[src/rtl/y_stream_monitor.sv]
// Serial monitor for the upstream sequence output: overlapping pattern match,
// saturating match counter, and current/longest run-of-ones tracking.
//   state | meaning
//   FILL  | fewer than PAT_LEN samples taken since reset/clear
//   TRACK | history holds a full window; matches may fire
module y_stream_monitor #(
  parameter int unsigned PAT_LEN = 4,
  parameter logic [PAT_LEN-1:0] PATTERN = 4'b1011,
  parameter int unsigned CNT_W = 8,
  parameter int unsigned RUN_W = 6
) (
  input  logic             clk,
  input  logic             reset,
  input  logic             y_in,
  input  logic             en,
  input  logic             clear,
  output logic             match,
  output logic [CNT_W-1:0] match_count,
  output logic             count_sat,
  output logic [RUN_W-1:0] ones_run,
  output logic [RUN_W-1:0] max_run
);

  typedef enum logic {FILL = 1'b0, TRACK = 1'b1} state_t;

  state_t             state_q, state_d;
  logic [2:0]         fill_q, fill_d;
  logic [PAT_LEN-1:0] hist_q, hist_d;
  logic               match_q, match_d;
  logic [CNT_W-1:0]   count_q, count_d;
  logic               sat_q, sat_d;
  logic [RUN_W-1:0]   run_q, run_d;
  logic [RUN_W-1:0]   max_q, max_d;
  logic               full;

  always_ff @(posedge clk) begin
    if (reset) begin
      state_q <= FILL;
      fill_q  <= '0;
      hist_q  <= '0;
      match_q <= 1'b0;
      count_q <= '0;
      sat_q   <= 1'b0;
      run_q   <= '0;
      max_q   <= '0;
    end else begin
      state_q <= state_d;
      fill_q  <= fill_d;
      hist_q  <= hist_d;
      match_q <= match_d;
      count_q <= count_d;
      sat_q   <= sat_d;
      run_q   <= run_d;
      max_q   <= max_d;
    end
  end

  always_comb begin
    state_d = state_q;
    fill_d  = fill_q;
    hist_d  = hist_q;
    match_d = 1'b0;
    count_d = count_q;
    sat_d   = sat_q;
    run_d   = run_q;
    max_d   = max_q;
    full    = 1'b0;
    if (clear) begin
      // a sample arriving together with clear is dropped
      state_d = FILL;
      fill_d  = '0;
      hist_d  = '0;
      count_d = '0;
      sat_d   = 1'b0;
      run_d   = '0;
      max_d   = '0;
    end else if (en) begin
      hist_d = {hist_q[PAT_LEN-2:0], y_in};
      full   = (state_q == TRACK) || (fill_q == 3'(PAT_LEN - 1));
      if (full) begin
        state_d = TRACK;
      end else begin
        fill_d = fill_q + 3'd1;
      end
      match_d = full && (hist_d == PATTERN);
      if (match_d && (count_q != '1)) begin
        count_d = count_q + CNT_W'(1);
      end
      sat_d = sat_q || (count_d == '1);
      if (y_in) begin
        if (run_q != '1) begin
          run_d = run_q + RUN_W'(1);
        end
      end else begin
        run_d = '0;
      end
      max_d = (run_d > max_q) ? run_d : max_q;
    end
  end

  assign match       = match_q;
  assign match_count = count_q;
  assign count_sat   = sat_q;
  assign ones_run    = run_q;
  assign max_run     = max_q;

endmodule

[config.mk]
export PLATFORM = sky130hd
export DESIGN_NAME = y_stream_monitor
export DESIGN_NICKNAME = d
export VERILOG_FILES = /design/src/rtl/y_stream_monitor.sv
export SDC_FILE = /design/constraint.sdc
export NUM_CORES = 1
export LEC_CHECK = 0
export ABC_AREA = 1
export ABC_CLOCK_PERIOD_IN_PS = 7000
export CORE_MARGIN = 1.5
export CORE_UTILIZATION = 55
export CTS_CLUSTER_SIZE = 30
export DETAILED_ROUTE_END_ITERATION = 6
export PLACE_DENSITY = 0.85
export SLEW_MARGIN = 30
export SYNTH_ARGS = -nofsm -noshare
export SYNTH_HDL_FRONTEND = slang
export SYNTH_SLANG_ARGS = --single-unit
[constraint.sdc]
create_clock -name clk -period 7 [get_ports clk]
set_input_delay 0.7 -clock clk [delete_from_list [all_inputs] [get_ports clk]]
set_output_delay 0.7 -clock clk [all_outputs]
set_load 0.05 [all_outputs]
==> run summary, run 1 <==
Dividing the detail-routed wire length by the instance count gives 12.2 µm. The post-synthesis cell type count came out at 28. The total wire length after detailed routing is 3680 µm. The number of antenna diodes came out at 0. The final critical-path required period is around 2.8 ns. In this run the critical register-to-register path is launched from ones_run[0]$_SDFFE_PP0P_.

The count of TritonRoute iterations in the first routing pass is 6. The final net count came out at around 290. The total number of H-tree levels came out at 2. The placed instance count came out at 294.

The post-route worst setup slack came out at about 4.2 ns. The startpoint type of the worst setup path is a flop. The total track usage is 0.247. The relative area change from synthesis to final layout is 22.0%. The placeable core area came out at approximately 2800 µm². Timing would allow up to 354 MHz. The via count of the first global-routing pass came to approximately 1.5k. The synthesized design contains 29 register bits. The number of vias after detailed routing came out at roughly 1.6k. The starting density of the core is 0.589. The routed via count divided by cell count came out at ~5.3. The per-instance average area after synthesis is 6.85 µm². The die span in y came out at between 50 and 60 µm.

The worst register-to-register path ends at max_run[0]$_SDFFE_PP0P_. The final clock period utilization by the worst path came out at 0.404. Setup repair after global routing left no endpoint under its margin. The number of pins with negative max-slew slack in the final report is 0. The weighted congestion reported at the end of routability-driven placement is ~0.84. The number of cells produced by synthesis is ~240. The signal on the critical path passes through ha_1, nand3_1, nor2_1, nand2_1, inv_1, o21ai_0, inv_1, ha_1, nand2_1, nor2_1, o21ai_0, inv_1, nor2_1, nor3_2, o21ai_0, a21oi_1.

The pin count of the biggest net entering global routing is 18. For hold timing, the worst endpoint is count_sat$_SDFFE_PP0P_. The first global-routing pass estimated between 6000 and 7000 µm of wire. For the worst setup path, the data arrival time is slightly above 3 ns. The met3 demand-to-capacity share in global routing came out at 0.0603.

The ratio of cells with drive above 1 in the final layout is 0.0664. The checks that failed: design-rule violations. In this run the remaining antenna-violating nets after routing total 0. The post-cts hold buffer count came out at 0. The post-CTS clock slew at the launch and capture registers of the worst setup and hold paths came out at about 0.10 ns. The worst pin sits at a relative slew slack of 0.661. The number of fillers in the final layout came out at 250. The placed wire-length estimate came out at 2660 µm. Clock latency on the worst-skew pair, taken at its later pin, is 0.35 ns.

The worst setup path is of the flop to flop kind. For the worst flop-to-flop path, the logic depth is 16. The number of input and output port buffers inserted came out at 26.

The number of sinks on the clock net came out at 29. The synthesized netlist occupies a cell area of ~1700 µm². The maximum count of clock buffers along a single path came out at 2. The final setup skew is about 0.013 ns. In this run the post-CTS setup repair buffer count came out at 0. The worst hold path was traced through 2 stages. The total of endpoints with negative setup slack in the final report came out at 0. The reg-to-reg setup timing slack came out at 4.17 ns. The number of nets in the synthesized netlist is 256. The die covers ~3300 µm². For the pin with the worst max-slew slack, the measured transition is slightly above 0.5 ns. The number of hold violations in the final report came to 0. The post-cts sizing count came out at 0. The residual overflow from global routing came out at 0. The met1 capacity usage during global routing is 0.335. TritonCTS built the clock tree.

The worst setup path is captured at a flop. The sequential fraction of the synthesis area came out at 0.352. The peak supply drop is 0.159 mV. The first-iteration detailed-routing DRC count is a little under 90. The tool flagged a number of max-cap violations equal to 0.

The class of the tightest hold or removal check is flop to flop. The power per cell area came out at between 150 and 200 nW/µm². After floorplanning, the core was divided into 19 placement rows. Excluding fillers, the count of instances in the completed layout stands at 302. For met2 alone, demand over resource in global routing was 0.377. The root buffer cell chosen for the clock tree is sky130_fd_sc_hd__clkbuf_4. For this design the static power due to leakage is between 0.8 and 0.9 nW.

Along the worst path, the maximum fanout reaches 8. The startpoint identified for the worst hold timing path is count_sat$_SDFFE_PP0P_. The run finished, with violations left. For this run, design rule violations remaining after detail routing come to 2. The die extent in x is a little under 60 µm. The accumulated negative setup slack came out at 0 ns. Timing analysis after detailed placement gives a worst setup slack of just over 4 ns. 27 I/O pins were placed.

The number of buffers created by CTS came out at 5. The initial antenna violation count is 0. The required time of the critical path came out at 7.29 ns.

On the worst path, the slowest cell contributes a delay of ~0.42 ns. The power consumption is 0.376 mW. Yosys printed 0 warnings. The most congested layer reported by global routing is met2. On the critical path, the stage with the largest delay is an instance of sky130_fd_sc_hd__o21ai_0.
==> power breakdown <==
group	total [mW]	leakage, nW	internal (mW)	switching [mW]
Combinational	0.0543	0.584	0.0180	0.0363
Sequential	0.173	0.235	0.169	0.00351
Clock	0.148	0.0455	0.0852	0.0630
Total	0.376	0.864	0.273	0.103
==> flip-flops by register name, indices dropped and copies added, names as in the netlist <==
register     flops
count_sat        1
fill_q           3
hist_q           3
match            1
match_count      8
max_run          6
ones_run         6
state_q          1
==> critical path, delay by kind of cell (launching register included) <==
family / cells / cell delay [ns]
AOI/OAI and AO/OA: 4 / 0.77
adders and majority gates: 2 / 0.54
buffers and inverters: 3 / 0.23
DFF: 1 / 0.37
and+or+nand+nor: 7 / 0.85
==> cell usage after synthesis (all sizes together) <==
library cell | number | area (µm²)
xor2 | 1 | 8.76
buf | 2 | 16.3
o211a | 1 | 10.0
clkbuf | 3 | 11.3
ha | 10 | 125
o21ai | 24 | 120
nor2 | 23 | 104
o22ai | 7 | 43.8
inv | 45 | 169
nand3 | 20 | 118
nand4 | 3 | 18.8
xnor2 | 1 | 8.76
a21oi | 15 | 78.8
clkinv | 1 | 3.75
a31oi | 2 | 12.5
nand2 | 51 | 199
dfxtp | 29 | 581
nor3 | 1 | 10.0
o31ai | 1 | 7.51
and3 | 1 | 6.26
==> metrics by stage <==
stage	hold WS, ns	utilization	area (µm²)
final	0.467	0.719	2020
after global routing	0.493	0.719	2020
after CTS	0.470	0.719	2020
after detailed placement	0.455	0.688	1930
after global placement	0.453	0.688	1930
after floorplan	0.429	-	1650
==> worst max-delay path by stage <==
stage,startpoint,to,slack (ns),cells after the start
after floorplan,ones_run[1]$_SDFFE_PP0P_,max_run[0]$_SDFFE_PP0P_,4.32,13
after global placement,y_in,max_run[0]$_SDFFE_PP0P_,4.19,12
after detailed placement,y_in,max_run[0]$_SDFFE_PP0P_,4.08,12
after CTS,ones_run[0]$_SDFFE_PP0P_,max_run[0]$_SDFFE_PP0P_,4.22,16
after global routing,ones_run[0]$_SDFFE_PP0P_,max_run[2]$_SDFFE_PP0P_,3.80,16
final,ones_run[0]$_SDFFE_PP0P_,max_run[0]$_SDFFE_PP0P_,4.17,16
==> cells in the final DEF (no fill, tap or decap), types with 2 or more instances in the layout <==
master                            synthesis  layout
sky130_fd_sc_hd__nand2_1                 48      48
sky130_fd_sc_hd__inv_1                   45      45
sky130_fd_sc_hd__dfxtp_1                 29      29
sky130_fd_sc_hd__clkdlybuf4s50_1          0      26
sky130_fd_sc_hd__o21ai_0                 23      23
sky130_fd_sc_hd__nor2_1                  20      20
sky130_fd_sc_hd__nand3_1                 18      18
sky130_fd_sc_hd__a21oi_1                 14      14
sky130_fd_sc_hd__ha_1                    10      10
sky130_fd_sc_hd__o22ai_1                  7       7
sky130_fd_sc_hd__clkbuf_4                 0       5
sky130_fd_sc_hd__nand2_2                  3       3
sky130_fd_sc_hd__nand4_1                  3       3
sky130_fd_sc_hd__nor2_4                   2       2
sky130_fd_sc_hd__a31oi_1                  2       2
==> layout make-up <==
class,instances,area [µm²],area share
clock buffers,7,55.1,0.0273
flip-flops and latches,29,581,0.288
inverters,46,173,0.0857
multi-input cells,161,871,0.432
clock inverters,1,30.0,0.0149
well taps,31,38.8,0.0192
repair buffers,27,268,0.133
==> routing by layer <==
metal / vias up / routed length (µm)
li1: 835 / -
met1: 706 / 1780
met2: 40 / 1660
met3: 9 / 171
met4: 0 / 78
met5: - / 0
==> logic make-up (layout without fill, tap and decap cells) <==
group / Yosys count / in the layout / share of synthesized area
compound gates: 50 / 50 / 0.165
xor+xnor: 2 / 2 / 0.0106
fa+ha+maj: 10 / 10 / 0.0758
buf+inv: 51 / 81 / 0.121
flops: 29 / 29 / 0.352
simple gates: 99 / 99 / 0.276
Power figures use the tool's default switching activity.
==> run 2, diff against run 1 <==
--- a/config.mk
+++ b/config.mk
@@ -6,12 +6,12 @@
 export NUM_CORES = 1
 export LEC_CHECK = 0
 export ABC_AREA = 1
-export ABC_CLOCK_PERIOD_IN_PS = 7000
+export ABC_CLOCK_PERIOD_IN_PS = 2800
 export CORE_MARGIN = 1.5
-export CORE_UTILIZATION = 55
+export CORE_UTILIZATION = 53
 export CTS_CLUSTER_SIZE = 30
 export DETAILED_ROUTE_END_ITERATION = 6
-export PLACE_DENSITY = 0.85
+export PLACE_DENSITY = 0.82
 export SLEW_MARGIN = 30
 export SYNTH_ARGS = -nofsm -noshare
 export SYNTH_HDL_FRONTEND = slang
==> constraint.sdc (replaced) <==
create_clock -name clk -period 2.8 [get_ports clk]
set_input_delay 0.28 -clock clk [delete_from_list [all_inputs] [get_ports clk]]
set_output_delay 0.28 -clock clk [all_outputs]
set_load 0.05 [all_outputs]
==> run 2 against run 1 <==
The run now ends clean. Clock skew fell by 0.0052 ns. Final cell count up 0.99%. Clock power rose by 53%. Sequential share of layout area increased by 0.098 points. Design area decreased by 0.12%. First-iteration DRC count decreased by 40%. Clock-buffer cell count down 2. Setup slack worse by 3.9 ns. Critical path type unchanged.
==> run summary, run 2 (synthesized netlist as in run 1, its figures left out) <==
The total area of sequential cells is 582 µm² (+0.22%). The min-delay analysis places its worst path in the category flop to flop. The actual transition at the worst max-transition pin came to 0.523 ns (+0.0165 ns).

The die footprint came to 3460 µm² (+3.6%). The global-route wire length before repair came to 5880 µm (-7.0%). The post-route worst setup slack came out at 0.238 ns (-3.93 ns).

The number of cells on the worst reg-to-reg path is 16 (unchanged). The post-CTS clock slew at the launch and capture registers of the worst setup and hold paths was 0.09 ns (about the same). The count of TritonRoute iterations in the first routing pass is 4 (-2).

The worst setup path is launched from a flop. The worst hold margin came out at 0.472 ns (+0.00466 ns). The via count of the first global-routing pass is 1345 (-8.8%). The final cell area excluding filler cells came to 2010 µm² (-0.12%). The maximum count of clock buffers along a single path is 2 (unchanged).

The achievable frequency is 390 MHz (+10%). The final critical-path required period was 2.56 ns (-0.266 ns). The initial antenna violation count is 0 (unchanged). The number of hold violations in the final report came out at 0 (unchanged). The count of unresolved DRC violations after routing came to 0 (-2).

The worst register-to-register path ends at max_run[5]$_SDFFE_PP0P_. The count of antenna-violating nets left after detailed routing came out at 0 (unchanged). The placed wire-length estimate is 2680 µm (+0.47%).

The placeable core area came out at 3000 µm² (+7.0%). The total wire length after detailed routing came out at 3570 µm (-3.0%). The total number of H-tree levels came out at 2 (unchanged). The total number of placement rows came out at 20 (+1). The total track usage is 0.221 (-0.0256). The critical path ends at max_run[5]$_SDFFE_PP0P_. The pin count of the biggest net entering global routing is 17 (-1).

The peak supply drop came out at 0.355 mV (+120%). The ratio of cells with drive above 1 in the final layout is 0.0919 (+0.0255). The detail-routed net length per standard cell is 11.7 µm (-4.0%).

The weighted congestion reported at the end of routability-driven placement is 0.839 (-0.13%). The required time of the critical path came out at 3.06 ns (-4.23 ns). The residual overflow from global routing came out at 0 (unchanged). The number of input and output port buffers inserted came to 26 (unchanged). The startpoint of the worst register-to-register path is ones_run[0]$_SDFFE_PP0P_. The number of antenna diodes was 0 (unchanged).

The run finished with clean final reports. The normalized max-slew margin was 0.650 (-0.0110). The critical path in this run is classified as flop to flop. The post-cts hold buffer count came out at 0 (unchanged). The power per cell area is 401 nW/µm² (+120%). The count of boundary I/O pins is 27 (unchanged). The pre-CTS worst setup slack was 0.235 ns (-3.84 ns). The die extent in x came out at 58.8 µm (+1.8%). The critical path starts at ones_run[0]$_SDFFE_PP0P_. The number of fillers in the final layout came out at 276 (+10%). From synthesis to final layout, the design area changed by 21.9%. The post-detailed-placement cell area came out at 1960 µm² (+1.3%). Leaving out fill and tap cells, the most frequent cell in the layout is sky130_fd_sc_hd__nand2_1. The clock latency at the later pin of the worst-skew pair is 0.32 ns (-0.03 ns). The leakage power is 0.858 nW (-0.68%). The area of the multi-input gates is 885 µm² (+1.6%). TritonCTS built the clock tree. The total of endpoints with negative setup slack in the final report was 0 (unchanged). Leaving out fill and tap cells, the most frequent cells in the layout are 48 x sky130_fd_sc_hd__nand2_1, 44 x sky130_fd_sc_hd__inv_1, 28 x sky130_fd_sc_hd__dfxtp_1. The endpoint type of the worst setup path is a flop. The final setup skew came out at 0.00733 ns (-0.00519 ns). The final cell utilization of the core came out at 0.670 (-0.0481). The flip-flop count of the largest register after layout is 8 (unchanged). The die span in y came out at 58.8 µm (+1.8%). The number of vias after detailed routing came out at 1596 (+0.38%).

Clock tree synthesis selected as its root buffer the cell sky130_fd_sc_hd__clkbuf_4. The starting density of the core came out at 0.550 (-0.0388). The largest fanout on the critical path was 4 (-4). The reg-to-reg setup timing slack was 0.24 ns (-3.93 ns).

The number of buffers created by CTS came out at 5 (unchanged). The arrival time at the worst endpoint came out at 2.82 ns (-0.29 ns). The number of sinks on the clock net came to 29 (unchanged). The first-iteration detailed-routing DRC count was 53 (-40%).

The final clock period utilization by the worst path came to 0.915 (+0.511). The routed via count divided by cell count came to 5.23 (-0.61%). The final net count came out at 288 (+1.1%). The number of pins with negative max-slew slack in the final report came out at 0 (unchanged).

The total of max-cap violations came out at 0 (unchanged).
## run 2: cell count changes in the layout (fill, tap and decap cells not counted), sizes merged
| cell | delta |
|---|---|
| buf | +3 |
| bufinv | -1 |
| clkbuf | -2 |
| clkinv | +1 |
## run 2: area by class of cell
type                    instances  share of cell area
multi-input cells             161               0.439
flip-flops and latches         29               0.289
repair buffers                 30               0.144
inverters                      46              0.0858
well taps                      33              0.0205
clock buffers                   5              0.0186
clock inverters                 1             0.00249
## run 2: repair_timing
action	CTS	global route
endpoints found under the setup margin	0	6
setup buffers	0	0
resized for setup	0	8
## run 2: how the worst min path moves through the flow
| stage | from | to | slack (ns) | depth (start not counted) |
|---|---|---|---|---|
| floorplan | hist_q[2]$_SDFFE_PP0P_ | hist_q[2]$_SDFFE_PP0P_ | 0.43 | 2 |
| global placement | state_q$_SDFFE_PP0P_ | state_q$_SDFFE_PP0P_ | 0.45 | 2 |
| detailed placement | state_q$_SDFFE_PP0P_ | state_q$_SDFFE_PP0P_ | 0.46 | 2 |
| CTS | count_sat$_SDFFE_PP0P_ | count_sat$_SDFFE_PP0P_ | 0.48 | 2 |
| global route | count_sat$_SDFFE_PP0P_ | count_sat$_SDFFE_PP0P_ | 0.49 | 2 |
| finish | count_sat$_SDFFE_PP0P_ | count_sat$_SDFFE_PP0P_ | 0.47 | 2 |
## run 2: critical path, stage by stage (launching register included)
cell and delay, ns:
sky130_fd_sc_hd__dfxtp_1 0.38, sky130_fd_sc_hd__ha_1 0.20, sky130_fd_sc_hd__nand3_1 0.13, sky130_fd_sc_hd__nor2_2 0.13
sky130_fd_sc_hd__nand2_1 0.10, sky130_fd_sc_hd__o21ai_1 0.21, sky130_fd_sc_hd__nor2_2 0.07, sky130_fd_sc_hd__ha_1 0.29
sky130_fd_sc_hd__inv_1 0.06, sky130_fd_sc_hd__nor2_1 0.03, sky130_fd_sc_hd__o21ai_0 0.22, sky130_fd_sc_hd__inv_1 0.09
sky130_fd_sc_hd__nor2_2 0.18, sky130_fd_sc_hd__nor2_1 0.06, sky130_fd_sc_hd__nand2_1 0.11, sky130_fd_sc_hd__o21ai_0 0.10
sky130_fd_sc_hd__a21oi_1 0.12
## run 2: per-stage QoR
| stage | instances | TNS, ns | power, mW |
|---|---|---|---|
| after floorplan | 241 | 0 | 0.536 |
| after global placement | 299 | 0 | 0.575 |
| after detailed placement | 299 | 0 | 0.579 |
| after CTS | 305 | 0 | 0.799 |
| after global routing | 305 | -0.0106 | 0.841 |
| final | 305 | 0 | 0.806 |
## run 2: layer usage
layer  track usage  wire, µm
met1         0.309      1710
met2         0.333      1650
met3        0.0593       175
met4        0.0682        40
met5             0         0
## run 2: where the power goes
| group | switching (mW) | internal, mW | total (mW) | leakage, nW |
|---|---|---|---|---|
| combinational | 0.0995 | 0.0490 | 0.148 | 0.596 |
| clock | 0.139 | 0.0869 | 0.226 | 0.0269 |
| sequential | 0.00834 | 0.424 | 0.432 | 0.235 |
==> run 3, diff against run 2 <==
--- a/config.mk
+++ b/config.mk
@@ -12,6 +12,7 @@
 export CTS_CLUSTER_SIZE = 30
 export DETAILED_ROUTE_END_ITERATION = 6
 export PLACE_DENSITY = 0.82
+export REMOVE_ABC_BUFFERS = 1
 export SLEW_MARGIN = 30
 export SYNTH_ARGS = -nofsm -noshare
 export SYNTH_HDL_FRONTEND = slang
==> run 3 against run 2 <==
Sequential power is essentially flat. Via count rose by 2.0%. Sequential share of layout area decreased by 0.57 points. Final cell count is 0.66% higher.
==> run summary, run 3 (synthesized netlist as in run 1, its figures left out) <==
The power consumption was 0.954 mW (+18%). The routed via count divided by cell count came out at 5.30 (+1.3%). The placed wire-length estimate is 2600 µm (-2.8%). The final net count is 288 (unchanged). Compared with the post-synthesis result, the final layout area differs by 24.6%. The accumulated negative setup slack is 0 ns (unchanged). The actual transition at the worst max-transition pin came out at 0.534 ns (+0.0108 ns).

The power per cell area is 463 nW/µm² (+16%). The buffers plus inverters on the worst setup path is 3 (+1). The total wire length after detailed routing was 3620 µm (+1.5%).

The maximum single-stage delay on the critical path came to 0.38 ns (about the same). The endpoint type of the worst setup path is a flop. The number of vias after detailed routing came out at 1628 (+2.0%). The starting density of the core is 0.550 (unchanged). The largest fanout on the critical path is 5 (+1). The number of antenna diodes is 0 (unchanged). The total of max-cap violations came out at 0 (unchanged). The total number of cells along the worst setup path is 17 (+1).

TritonCTS built the clock tree. The pin count of the biggest net entering global routing was 17 (unchanged). The first-iteration detailed-routing DRC count came to 100 (+89%). The startpoint of the worst register-to-register path is ones_run[1]$_SDFFE_PP0P_. The final clock period utilization by the worst path came to 0.917 (+0.00199). Among the stages of the critical path, the cell type that occurs most often is sky130_fd_sc_hd__nor2_1. The achievable frequency came out at 390 MHz (-0.22%). The final cell utilization of the core is 0.685 (+0.0150).

The peak supply drop is 0.337 mV (-5.0%). The leakage power came out at 0.880 nW (+2.6%). The total number of H-tree levels is 2 (unchanged). The setup path with the least slack is of type flop to flop.

The number of pins with negative max-slew slack in the final report is 0 (unchanged). The post-route worst setup slack came out at 0.233 ns (-0.00557 ns). The most common cell after layout, fill and taps aside is sky130_fd_sc_hd__nand2_1. The count of antenna-violating nets left after detailed routing is 0 (unchanged).

The required time of the critical path is 3.07 ns (about the same). The kind of cell with the highest combined delay along the critical path is simple AND/OR/NAND/NOR gates. The die extent in x is 58.8 µm (unchanged). The final setup skew is 0.0105 ns (+0.00316 ns). The number of sinks on the clock net was 29 (unchanged). The end of the worst register-to-register path is max_run[5]$_SDFFE_PP0P_.

The signal on the critical path passes through ha_1, nand3_1, nor2_1, nand2_1, inv_1, nor2_1, nor2_2, ha_1, inv_1, nor2_1, o21ai_0, inv_1, nor2_2, nor2_1, nand2_1, o21ai_0, a21oi_1. The flip-flop count of the largest register after layout is 8 (unchanged). The detail-routed net length per standard cell is 11.8 µm (+0.82%). The total of endpoints with negative setup slack in the final report is 0 (unchanged). The arrival time at the worst endpoint is 2.84 ns (+0.02 ns). The number of input and output port buffers inserted was 26 (unchanged). The end of the critical path is max_run[5]$_SDFFE_PP0P_. The die span in y came to 58.8 µm (unchanged). STA classifies the critical path startpoint as a flop. The count of boundary I/O pins came to 27 (unchanged). The final critical-path required period is 2.57 ns (+0.00557 ns). The residual overflow from global routing is 0 (unchanged). In this run the worst hold path is classified as flop to flop. The number of hold violations in the final report came out at 0 (unchanged). The global-route wire length before repair is 6200 µm (+5.4%).

The die footprint is 3460 µm² (unchanged). The worst hold margin is 0.467 ns (-0.00418 ns). The maximum count of clock buffers along a single path is 2 (unchanged). The total track usage is 0.234 (+0.0128).

Leaving out fill and tap cells, the most frequent cells in the layout are 48 x sky130_fd_sc_hd__nand2_1, 45 x sky130_fd_sc_hd__inv_1, 27 x sky130_fd_sc_hd__dfxtp_1. In this run the clock root is driven by a sky130_fd_sc_hd__clkbuf_4. The number of cells on the worst reg-to-reg path is 17 (+1). Setup repair after global routing left no endpoint under its margin. The via count of the first global-routing pass came to 1432 (+6.5%). The placeable core area came out at 3000 µm² (unchanged).

The reg-to-reg setup timing slack came out at 0.23 ns (about the same). The initial antenna violation count came out at 0 (unchanged). The normalized max-slew margin came to 0.643 (-0.00723). The count of unresolved DRC violations after routing is 0 (unchanged).

The number of buffers created by CTS came out at 5 (unchanged). The count of TritonRoute iterations in the first routing pass is 4 (unchanged). The pre-CTS worst setup slack is 0.168 ns (-0.0669 ns). The flow ran to the end, and the final reports show no timing, DRC or antenna violations.

The slowest stage of the critical path belongs to the cell sky130_fd_sc_hd__dfxtp_2. The ratio of cells with drive above 1 in the final layout is 0.0949 (+0.00298). The total number of placement rows was 20 (unchanged).

The weighted congestion reported at the end of routability-driven placement came out at 0.811 (-3.3%). The clock latency at the later pin of the worst-skew pair is 0.34 ns (+0.02 ns). The post-CTS clock slew at the launch and capture registers of the worst setup and hold paths came out at 0.10 ns (about the same). The launching instance or port of the critical path is ones_run[1]$_SDFFE_PP0P_.
-- run 3: cell types whose count changed in the layout (fill, tap and decap cells not counted), sizes merged --
cell / previous run / this run
clkbuf: 5 / 7
bufinv: 0 / 1
clkinv: 2 / 1
-- run 3: through the flow --
step           cells  cell area, µm²
2_1_floorplan    236            1620
3_3_place_gp     298            1950
3_5_place_dp     298            1950
4_1_cts          306            2030
5_1_grt          307            2060
6_report         307            2060
-- run 3: power by group --
| group | leakage (nW) | switching [mW] | internal (mW) |
|---|---|---|---|
| sequential | 0.236 | 0.00821 | 0.424 |
| clock | 0.0455 | 0.155 | 0.213 |
| combinational | 0.599 | 0.101 | 0.0525 |
-- run 3: timing repair --
| item | CTS | global route |
|---|---|---|
| hold buffers | 0 | 0 |
| buffers inserted | 0 | 1 |
| gates resized for setup | 0 | 10 |
| endpoints found under the setup margin | 0 | 6 |
-- run 3: worst min-delay path by stage --
stage                                 startpoint                     endpoint  slack, ns  cells past startpoint
after floorplan                               en  match_count[2]$_SDFFE_PP0P_       0.39                      1
after global placement    hist_q[2]$_SDFFE_PP0P_       hist_q[2]$_SDFFE_PP0P_       0.44                      2
after detailed placement  hist_q[2]$_SDFFE_PP0P_       hist_q[2]$_SDFFE_PP0P_       0.45                      2
after CTS                 hist_q[2]$_SDFFE_PP0P_       hist_q[2]$_SDFFE_PP0P_       0.47                      2
after global routing      count_sat$_SDFFE_PP0P_       count_sat$_SDFFE_PP0P_       0.49                      2
final                     count_sat$_SDFFE_PP0P_       count_sat$_SDFFE_PP0P_       0.47                      2
-- run 3: per-layer routing --
layer  vias to the layer above  share of wire  global-route usage
li1                        841              -                   -
met1                       716           0.47               0.313
met2                        65           0.44               0.357
met3                         6          0.076              0.0725
met4                         0          0.015              0.0812
met5                         -              0                   0
-- run 3: final cells by class --
cell class,count,area [µm²]
fill,249,945
tap,33,41.3
multi-input combinational,161,886
clock buffer,7,55.1
timing repair buffer,30,290
sequential,29,583
inverter,46,173
clock inverter,1,30.0
-- run 3: worst register-to-register path: stages (launching register included) --
cell and delay [ns]:
sky130_fd_sc_hd__dfxtp_2 0.38, sky130_fd_sc_hd__ha_1 0.19, sky130_fd_sc_hd__nand3_1 0.12, sky130_fd_sc_hd__nor2_1 0.16
sky130_fd_sc_hd__nand2_1 0.11, sky130_fd_sc_hd__inv_1 0.13, sky130_fd_sc_hd__nor2_1 0.08, sky130_fd_sc_hd__nor2_2 0.16
sky130_fd_sc_hd__ha_1 0.26, sky130_fd_sc_hd__inv_1 0.05, sky130_fd_sc_hd__nor2_1 0.03, sky130_fd_sc_hd__o21ai_0 0.17
sky130_fd_sc_hd__inv_1 0.07, sky130_fd_sc_hd__nor2_2 0.17, sky130_fd_sc_hd__nor2_1 0.06, sky130_fd_sc_hd__nand2_1 0.11
sky130_fd_sc_hd__o21ai_0 0.11, sky130_fd_sc_hd__a21oi_1 0.12
